$ cat config.mk
export PLATFORM = sky130hd
export DESIGN_NAME = seq_gen_flat
export DESIGN_NICKNAME = d
export VERILOG_FILES = /design/src/rtl/seq_gen_if.sv /design/src/rtl/seq_gen.sv /design/src/flat_wrapper.sv
export SDC_FILE = /design/constraint.sdc
export NUM_CORES = 1
export LEC_CHECK = 0
export ABC_AREA = 1
export CORE_MARGIN = 3
export CORE_UTILIZATION = 40
export DETAILED_ROUTE_END_ITERATION = 10
export GPL_ROUTABILITY_DRIVEN = 0
export PLACE_DENSITY = 0.71
export SYNTH_ARGS = -nofsm -noshare
export SYNTH_HDL_FRONTEND = slang
export SYNTH_SLANG_ARGS = --single-unit
$ cat constraint.sdc
create_clock -name clk -period 1.9 [get_ports clk]
set_clock_uncertainty 0.05 [all_clocks]
set_input_delay 0.38 -clock clk [delete_from_list [all_inputs] [get_ports clk]]
set_output_delay 0.38 -clock clk [all_outputs]
set_load 0.02 [all_outputs]
$ cat src/rtl/seq_gen_if.sv
// Handshake bundle between a sequence-generator master (stimulus side) and seq_gen.
// Carries the start/pattern/repeat request and the serial dout/valid/busy/done response.
interface seq_gen_if #(
  parameter int WIDTH = 8,
  parameter int CNT_W = 4
);
  logic             start;
  logic [WIDTH-1:0] pattern;
  logic [CNT_W-1:0] repeat_n;
  logic             dout;
  logic             valid;
  logic             busy;
  logic             done;

  modport master (output start, pattern, repeat_n, input dout, valid, busy, done);
  modport slave  (input start, pattern, repeat_n, output dout, valid, busy, done);
endinterface

$ cat src/rtl/seq_gen.sv
// Serial frame generator: sends a captured pattern MSB first, repeated N times, then pulses done.
// Optional even-parity bit after every frame when SEQ_GEN_PARITY_EN is defined.
module seq_gen #(
  parameter int WIDTH = 8,
  parameter int CNT_W = 4
) (
  input  logic      clk,
  input  logic      rst,
  seq_gen_if.slave  bus
);

  localparam int               BW       = $clog2(WIDTH);
  localparam logic [BW-1:0]    LAST_BIT = BW'(WIDTH - 1);
  localparam logic [CNT_W-1:0] CNT_ONE  = CNT_W'(1);

`ifdef SEQ_GEN_PARITY_EN
  typedef enum logic [1:0] {IDLE = 2'd0, SHIFT = 2'd1, PAR = 2'd2, DONE = 2'd3} state_t;

  function automatic logic even_parity(input logic [WIDTH-1:0] v);
    return ^v;
  endfunction
`else
  typedef enum logic [1:0] {IDLE = 2'd0, SHIFT = 2'd1, DONE = 2'd3} state_t;
`endif

  state_t           state_r, state_s;
  logic [WIDTH-1:0] shift_r, shift_s;
  logic [WIDTH-1:0] shadow_r, shadow_s;
  logic [BW-1:0]    bit_cnt_r, bit_cnt_s;
  logic [CNT_W-1:0] frame_cnt_r, frame_cnt_s;
  logic             dout_r, dout_s;
  logic             valid_r, valid_s;
  logic             busy_r, busy_s;
  logic             done_r, done_s;

  // Next-state, datapath and next-output decode; outputs are registered from the next state.
  always_comb begin
    state_s     = state_r;
    shift_s     = shift_r;
    shadow_s    = shadow_r;
    bit_cnt_s   = bit_cnt_r;
    frame_cnt_s = frame_cnt_r;
    dout_s      = 1'b0;
    valid_s     = 1'b0;
    busy_s      = 1'b0;
    done_s      = 1'b0;

    case (state_r)
      IDLE: begin
        if (bus.start) begin
          shadow_s    = bus.pattern;
          shift_s     = bus.pattern;
          bit_cnt_s   = {BW{1'b0}};
          frame_cnt_s = (bus.repeat_n == {CNT_W{1'b0}}) ? CNT_ONE : bus.repeat_n;
          state_s     = SHIFT;
        end else begin
          state_s = IDLE;
        end
      end
      SHIFT: begin
        if (bit_cnt_r != LAST_BIT) begin
          shift_s   = {shift_r[WIDTH-2:0], 1'b0};
          bit_cnt_s = bit_cnt_r + BW'(1);
        end
`ifdef SEQ_GEN_PARITY_EN
        else begin
          state_s = PAR;
        end
`else
        // Frame boundary: reload with no gap while frames remain.
        else if (frame_cnt_r > CNT_ONE) begin
          frame_cnt_s = frame_cnt_r - CNT_ONE;
          shift_s     = shadow_r;
          bit_cnt_s   = {BW{1'b0}};
          state_s     = SHIFT;
        end else begin
          state_s = DONE;
        end
`endif
      end
`ifdef SEQ_GEN_PARITY_EN
      PAR: begin
        if (frame_cnt_r > CNT_ONE) begin
          frame_cnt_s = frame_cnt_r - CNT_ONE;
          shift_s     = shadow_r;
          bit_cnt_s   = {BW{1'b0}};
          state_s     = SHIFT;
        end else begin
          state_s = DONE;
        end
      end
`endif
      DONE: begin
        state_s = IDLE;
      end
      default: begin
        state_s = IDLE;
      end
    endcase

    case (state_s)
      SHIFT: begin
        dout_s  = shift_s[WIDTH-1];
        valid_s = 1'b1;
        busy_s  = 1'b1;
      end
`ifdef SEQ_GEN_PARITY_EN
      PAR: begin
        dout_s  = even_parity(shadow_s);
        valid_s = 1'b1;
        busy_s  = 1'b1;
      end
`endif
      DONE: begin
        busy_s = 1'b1;
        done_s = 1'b1;
      end
      default: begin
        dout_s  = 1'b0;
        valid_s = 1'b0;
        busy_s  = 1'b0;
        done_s  = 1'b0;
      end
    endcase
  end

  // State, datapath and output registers; reset clears everything asynchronously.
  always_ff @(posedge clk or posedge rst) begin
    if (rst) begin
      state_r     <= IDLE;
      shift_r     <= {WIDTH{1'b0}};
      shadow_r    <= {WIDTH{1'b0}};
      bit_cnt_r   <= {BW{1'b0}};
      frame_cnt_r <= {CNT_W{1'b0}};
      dout_r      <= 1'b0;
      valid_r     <= 1'b0;
      busy_r      <= 1'b0;
      done_r      <= 1'b0;
    end else begin
      state_r     <= state_s;
      shift_r     <= shift_s;
      shadow_r    <= shadow_s;
      bit_cnt_r   <= bit_cnt_s;
      frame_cnt_r <= frame_cnt_s;
      dout_r      <= dout_s;
      valid_r     <= valid_s;
      busy_r      <= busy_s;
      done_r      <= done_s;
    end
  end

  assign bus.dout  = dout_r;
  assign bus.valid = valid_r;
  assign bus.busy  = busy_r;
  assign bus.done  = done_r;

endmodule

$ cat src/flat_wrapper.sv
// flat-port wrapper written by rule: the top's interface ports become plain ports
module seq_gen_flat 
#(
  parameter int WIDTH = 8,
  parameter int CNT_W = 4
)
  (clk, rst, bus_start, bus_pattern, bus_repeat_n, bus_dout, bus_valid, bus_busy, bus_done);
  seq_gen_if #(.WIDTH(WIDTH), .CNT_W(CNT_W)) bus_i ();
  input  logic clk;
  input  logic rst;
  input wire logic [$bits(bus_i.start)-1:0] bus_start;
  input wire logic [$bits(bus_i.pattern)-1:0] bus_pattern;
  input wire logic [$bits(bus_i.repeat_n)-1:0] bus_repeat_n;
  output wire logic [$bits(bus_i.dout)-1:0] bus_dout;
  output wire logic [$bits(bus_i.valid)-1:0] bus_valid;
  output wire logic [$bits(bus_i.busy)-1:0] bus_busy;
  output wire logic [$bits(bus_i.done)-1:0] bus_done;
  assign bus_i.start = bus_start;
  assign bus_i.pattern = bus_pattern;
  assign bus_i.repeat_n = bus_repeat_n;
  assign bus_dout = bus_i.dout;
  assign bus_valid = bus_i.valid;
  assign bus_busy = bus_i.busy;
  assign bus_done = bus_i.done;
  seq_gen #(.WIDTH(WIDTH), .CNT_W(CNT_W)) u_core (.clk(clk), .rst(rst), .bus(bus_i));
endmodule
==> reports/qor.yml, run 1 <==
outcome:
  status: "completed"
clock_network:
  cts_root_buf: "clkbuf_4"
  clk_pin_slew_ns: 0.15
  htreeDepth: 1
  post_cts.repair.setup_buffers: 0
  cts_buffers: 3
  hold_buffers: 0
  ctsResizeCount: 0
  cts_num_sinks: 27
  cts_tree: "yes"
  clk-insertion-delay-late_ns: 0.32
  clockBufferDepth: 2
sta:
  fin_crit_ns: 1.83
  hold_viol_final: 0
  relSlewSlack: 0.768
  rsz0062_at_grt: "no"
  fmax_mhz: 547
  slew_violations: 0
  final-setup-viol-count: 0
  finalSetupTns_ns: 0
  worst_pin_slew_ns: 0.348
  fin_crit_sh: 0.962
  hold_ws_ns: 0.341
synthesis:
  synth_common_cells: "54 x nand2_1, 27 x dfrtp_1, 18 x nor2_1"
  yosysWarnings: 0
  synthArstFlopShare: 1.00
  ys.flop_type: "dfrtp_1"
  synth.area.top_cells: "dfrtp_1 51%, nand2_1 15%, nor2_1 5.1%, inv_1 4.8%, ha_1 3.8%"
  ys_seq_area_frac: 0.507
  avgSynthCellArea_sq_um: 8.18
  yosysMostFrequentCell: "nand2_1"
  synth_top_cell_by_area: "dfrtp_1"
  ys_seq_elements: 27
  syn_inst: 163
  synth_fp_nets: 182
  synth_edf_count: 0
  netlist-cell-type-count: 19
  synth.cell_area_sq_mm: 0.00133
  yosys.area.top_type_share: 0.507
route:
  vias: 1073
  dr.pass1.iters: 4
  drt-total-wl_microns: 2620
  drtAntennaViolNets: 0
  wire_per_inst_microns: 11.3
  drt_iter0_drc: 70
  viasPerCell: 4.65
  drc: 0
cells_and_area:
  multi_input_area_sq_um: 558
  antenna_cells: 0
  stdcell_area_sq_mm: 0.00161
  final-seq-area_sq_um: 676
  drive_gt1_frac: 0.139
  fin_nets: 207
  fin_cells: 231
  fillers: 316
  area_delta_synth_final_pct: 20.8
critical_path:
  cp_data_arrival_time_ns: 1.40
  worst-path-buf-inv: 1
  required_ns: 1.47
  max_stage_delay_ns: 0.63
  critPathTopFamily: "buffers and inverters"
  cp_slowest_cell: "clkdlybuf4s50_1"
  start_kind: "flop"
  crit_type: "flop to primary output"
  end_kind: "primary output"
  worst-path-max-fanout: 3
  path_cells: "clkdlybuf4s50_1"
die:
  floorplan.die_area_sq_mm: 0.00406
  boundaryPins: 19
  rows: 20
  die_w_microns: 63.7
  start_util: 0.429
  dieHeight_microns: 63.7
  coreArea_sq_mm: 0.00310
power:
  leakage_nw: 0.846
  power.density_mw_per_mm2: 544
  total_power_uw: 875
  vdd_ir_drop_max_mv: 0.227
grt:
  track_usage: 0.141
  antenna_found_initial: 0
  grt_pass1_vias: 1138
  grt_pass1_wl_microns: 4660
  grt_max_degree: 28
  gr-total-overflow: 0
hold_path:
  holdCritPathClass: "input pin to asynchronous set/reset pin"
job:
  maxCapViolations: 0
placement:
  numPortBuffers: 18
  dpl.hpwl_microns: 1950
  dp.cells: 227
  place_area_sq_mm: 0.00158
-- metal layers --
metal / vias up / track usage / part of all wire
li1: 552 / - / -
met4: 0 / 0.0404 / 0.0023
met2: 19 / 0.248 / 0.51
met1: 500 / 0.169 / 0.44
met5: - / 0 / 0
met3: 2 / 0.0339 / 0.048
-- power breakdown --
group / leakage, nW / switching (mW) / internal [mW]
clock: 0.0139 / 0.172 / 0.0804
combinational: 0.526 / 0.0187 / 0.0294
sequential: 0.306 / 0 / 0.575
-- path summary, 6_finish.rpt --
path	startpoint	end	slack [ns]	cells past startpoint
hold / removal	rst	u_core.shadow_r[6]	0.34	3
max in group asynchronous	rst	u_core.shadow_r[2]	1.19	3
setup reg to reg	u_core.frame_cnt_r[0]	u_core.frame_cnt_r[3]	0.25	9
setup / recovery	u_core.bus.busy	bus_busy	0.07	1
hold reg to reg	u_core.shift_r[1]	u_core.shift_r[1]	0.44	2
min in group clk	u_core.shift_r[1]	u_core.shift_r[1]	0.44	2
-- final cells by class --
type / count / share of cell area
Sequential cell: 27 / 0.420
Multi-Input combinational cell: 114 / 0.347
Timing Repair Buffer: 22 / 0.131
Inverter: 20 / 0.0498
Tap cell: 44 / 0.0342
Clock buffer: 3 / 0.0140
Clock inverter: 1 / 0.00467
-- worst min-delay path, stage by stage --
cell and delay [ns]:
clkdlybuf4s50_1 0.40, inv_1 0.05, buf_4 0.31
-- metrics by stage --
stage	setup WS, ns	utilization
CTS	0.0541	0.519
detailed placement	0.225	0.509
global route	0.0236	0.519
global placement	0.266	0.509
finish	0.0729	0.519
floorplan	0.428	-
-- state kept, by name, summed over array words and instances, names as in the netlist --
signal / flops
u_core.shadow_r: 8
u_core.shift_r: 7
u_core.frame_cnt_r: 4
u_core.bit_cnt_r: 3
u_core.bus.busy: 1
u_core.bus.done: 1
u_core.bus.dout: 1
u_core.bus.valid: 1
u_core.state_r: 1
-- layout by cell type (no fill, tap or decap), drive strengths merged --
cell,n
nand2,64
dfrtp,27
nor2,21
inv,20
clkdlybuf4s50,18
o21ai,12
nand3,8
ha,4
buf,4
o211ai,3
clkbuf,3
or2,1
xnor2,1
clkinvlp,1
-- cell families (layout without fill, tap and decap cells) --
kind of cell / Yosys count / in the layout / share of synthesized area
AO/OA/AOI/OAI: 15 / 15 / 0.0648
flip-flops: 27 / 27 / 0.507
buffers and inverters: 22 / 46 / 0.0742
adder cells (fa/ha/maj): 4 / 4 / 0.0376
AND/OR/NAND/NOR: 94 / 94 / 0.310
XOR/XNOR: 1 / 1 / 0.00657
Note: power is estimated with default switching activity, not from simulation.
==> run 2, diff against run 1 <==
--- a/config.mk
+++ b/config.mk
@@ -11,6 +11,7 @@
 export DETAILED_ROUTE_END_ITERATION = 10
 export GPL_ROUTABILITY_DRIVEN = 0
 export PLACE_DENSITY = 0.71
+export SKIP_CTS_REPAIR_TIMING = 1
 export SYNTH_ARGS = -nofsm -noshare
 export SYNTH_HDL_FRONTEND = slang
 export SYNTH_SLANG_ARGS = --single-unit
==> results of run 2 <==
No change in the layout: final DEF, timing and power equal those of run 1.
==> run 3, diff against run 2 <==
--- a/config.mk
+++ b/config.mk
@@ -10,7 +10,7 @@
 export CORE_UTILIZATION = 40
 export DETAILED_ROUTE_END_ITERATION = 10
 export GPL_ROUTABILITY_DRIVEN = 0
-export PLACE_DENSITY = 0.71
+export PLACE_DENSITY = 0.67
 export SKIP_CTS_REPAIR_TIMING = 1
 export SYNTH_ARGS = -nofsm -noshare
 export SYNTH_HDL_FRONTEND = slang
==> run 3 against run 2 <==
  * Routed wire length fell by 2.1%
  * Register-to-register slack is essentially flat
  * Total power decreased by 0.72%
  * Largest cell class unchanged
  * Critical endpoint unchanged
  * Sequential share of layout area rose by 0.26 points
  * Core utilization shrank 0.32 points
  * Critical path depth stayed put
  * Count of clock-buffer cells in the layout unchanged
  * Sequential power barely moved
  * Global-route usage hardly changed
  * Fmax down 0.52%
==> reports/qor.yml, run 3 (synthesis results as in run 1) <==
sta:
  finalSetupTns_ns: 0
  relSlewSlack: 0.770
  final-setup-viol-count: 0
  worst_pin_slew_ns: 0.345
  hold_viol_final: 0
  fin_crit_sh: 0.967
  slew_violations: 0
  fin_crit_ns: 1.84
  rsz0062_at_grt: "no"
  fmax_mhz: 544
cells_and_area:
  fillers: 332
  top_regs: "u_core.shadow_r: 8 flops, u_core.shift_r: 7 flops, u_core.frame_cnt_r: 4 flops"
  largest_register_ff_count: 8
  antenna_cells: 0
  fin_cells: 230
  area_delta_synth_final_pct: 20.0
  drive_gt1_frac: 0.134
  final_common_cell: "nand2_1"
  fin_nets: 206
  final_cell_mix: "54 x nand2_1, 27 x dfrtp_1, 18 x nor2_1, 18 x clkdlybuf4s50_1, 17 x inv_1"
  top_register: "u_core.shadow_r"
die:
  boundaryPins: 19
  floorplan.die_area_sq_mm: 0.00406
  rows: 20
  dieHeight_microns: 63.7
  start_util: 0.429
  coreArea_sq_mm: 0.00310
  die_w_microns: 63.7
route:
  drtAntennaViolNets: 0
  dr.pass1.iters: 4
  drc: 0
  vias: 1070
  drt-total-wl_microns: 2560
  drt_iter0_drc: 30
  wire_per_inst_microns: 11.1
  viasPerCell: 4.65
grt:
  grt_pass1_wl_microns: 4530
  antenna_found_initial: 0
  grt_pass1_vias: 1119
  grt_max_degree: 28
  grtUsageMet1: 0.166
  gr-total-overflow: 0
  met2_usage: 0.248
  busiest_layer: "met2"
  track_usage: 0.141
  grtUsageMet3: 0.0303
clock_network:
  htreeDepth: 1
  clk_pin_slew_ns: 0.14
  cts_tree: "yes"
  cts_root_buf: "clkbuf_4"
  clockBufferDepth: 2
  cts_num_sinks: 27
  clk-insertion-delay-late_ns: 0.32
  cts_buffers: 3
critical_path:
  worst-path-buf-inv: 1
  cp_slowest_cell: "clkdlybuf4s50_1"
  max_stage_delay_ns: 0.64
  cp_data_arrival_time_ns: 1.41
  worst-path-max-fanout: 3
  crit_type: "flop to primary output"
  required_ns: 1.47
  path_cells: "clkdlybuf4s50_1"
  end_kind: "primary output"
  start_kind: "flop"
  critPathTopFamily: "buffers and inverters"
power:
  leakage_nw: 0.845
  vdd_ir_drop_max_mv: 0.223
  power.density_mw_per_mm2: 543
placement:
  dp.cells: 226
  numPortBuffers: 18
  dpl.hpwl_microns: 1970
outcome:
  status: "completed"
job:
  maxCapViolations: 0
hold_path:
  holdCritPathClass: "input pin to asynchronous set/reset pin"
run 3: cell count changes in the layout (fill, tap and decap cells not counted), sizes merged:
| cell | delta |
|---|---|
| clkinvlp | -1 |
| clkinv | +1 |
| buf | -1 |
run 3: where the power goes:
part | switching [mW] | internal [mW] | leakage [nW]
Sequential | 0 | 0.575 | 0.306
Clock | 0.168 | 0.0788 | 0.0177
Combinational | 0.0184 | 0.0294 | 0.522
Total | 0.186 | 0.683 | 0.845
run 3: area by class of cell:
class,count,area [sq um],area share
repair buffers,21,203,0.127
well taps,44,55.1,0.0344
multi-input cells,114,558,0.349
inverters,20,80.1,0.0501
clock buffers,3,22.5,0.0141
flip-flops and latches,27,676,0.423
clock inverters,1,5.00,0.00313
run 3: metal layers:
layer,up-vias,part of all wire
met5,-,0
met4,0,0.015
met3,6,0.032
met2,18,0.53
met1,501,0.43
li1,545,-
run 3: final timing paths:
path | from | endpoint | slack, ns | depth (start not counted)
worst max-delay path | u_core.bus.busy | bus_busy | 0.06 | 1
worst min-delay path | rst | u_core.frame_cnt_r[1] | 0.36 | 3
worst max register to register | u_core.bit_cnt_r[0] | u_core.shift_r[4] | 0.25 | 8
worst min register to register | u_core.shift_r[0] | u_core.shift_r[0] | 0.44 | 2
max in group asynchronous | rst | u_core.bit_cnt_r[0] | 1.19 | 3
min in group clk | u_core.shift_r[0] | u_core.shift_r[0] | 0.44 | 2
run 3: stage by stage:
step	area (sq um)	setup WS (ns)	hold slack (ns)	util	power, mW
CTS	1600	0.0347	0.362	0.515	0.885
finish	1600	0.0634	0.356	0.515	0.869
detailed placement	1570	0.269	0.410	0.506	0.634
global route	1600	0.0205	0.385	0.515	0.906
floorplan	1330	0.428	0.383	-	0.599
global placement	1570	0.298	0.407	0.506	0.634
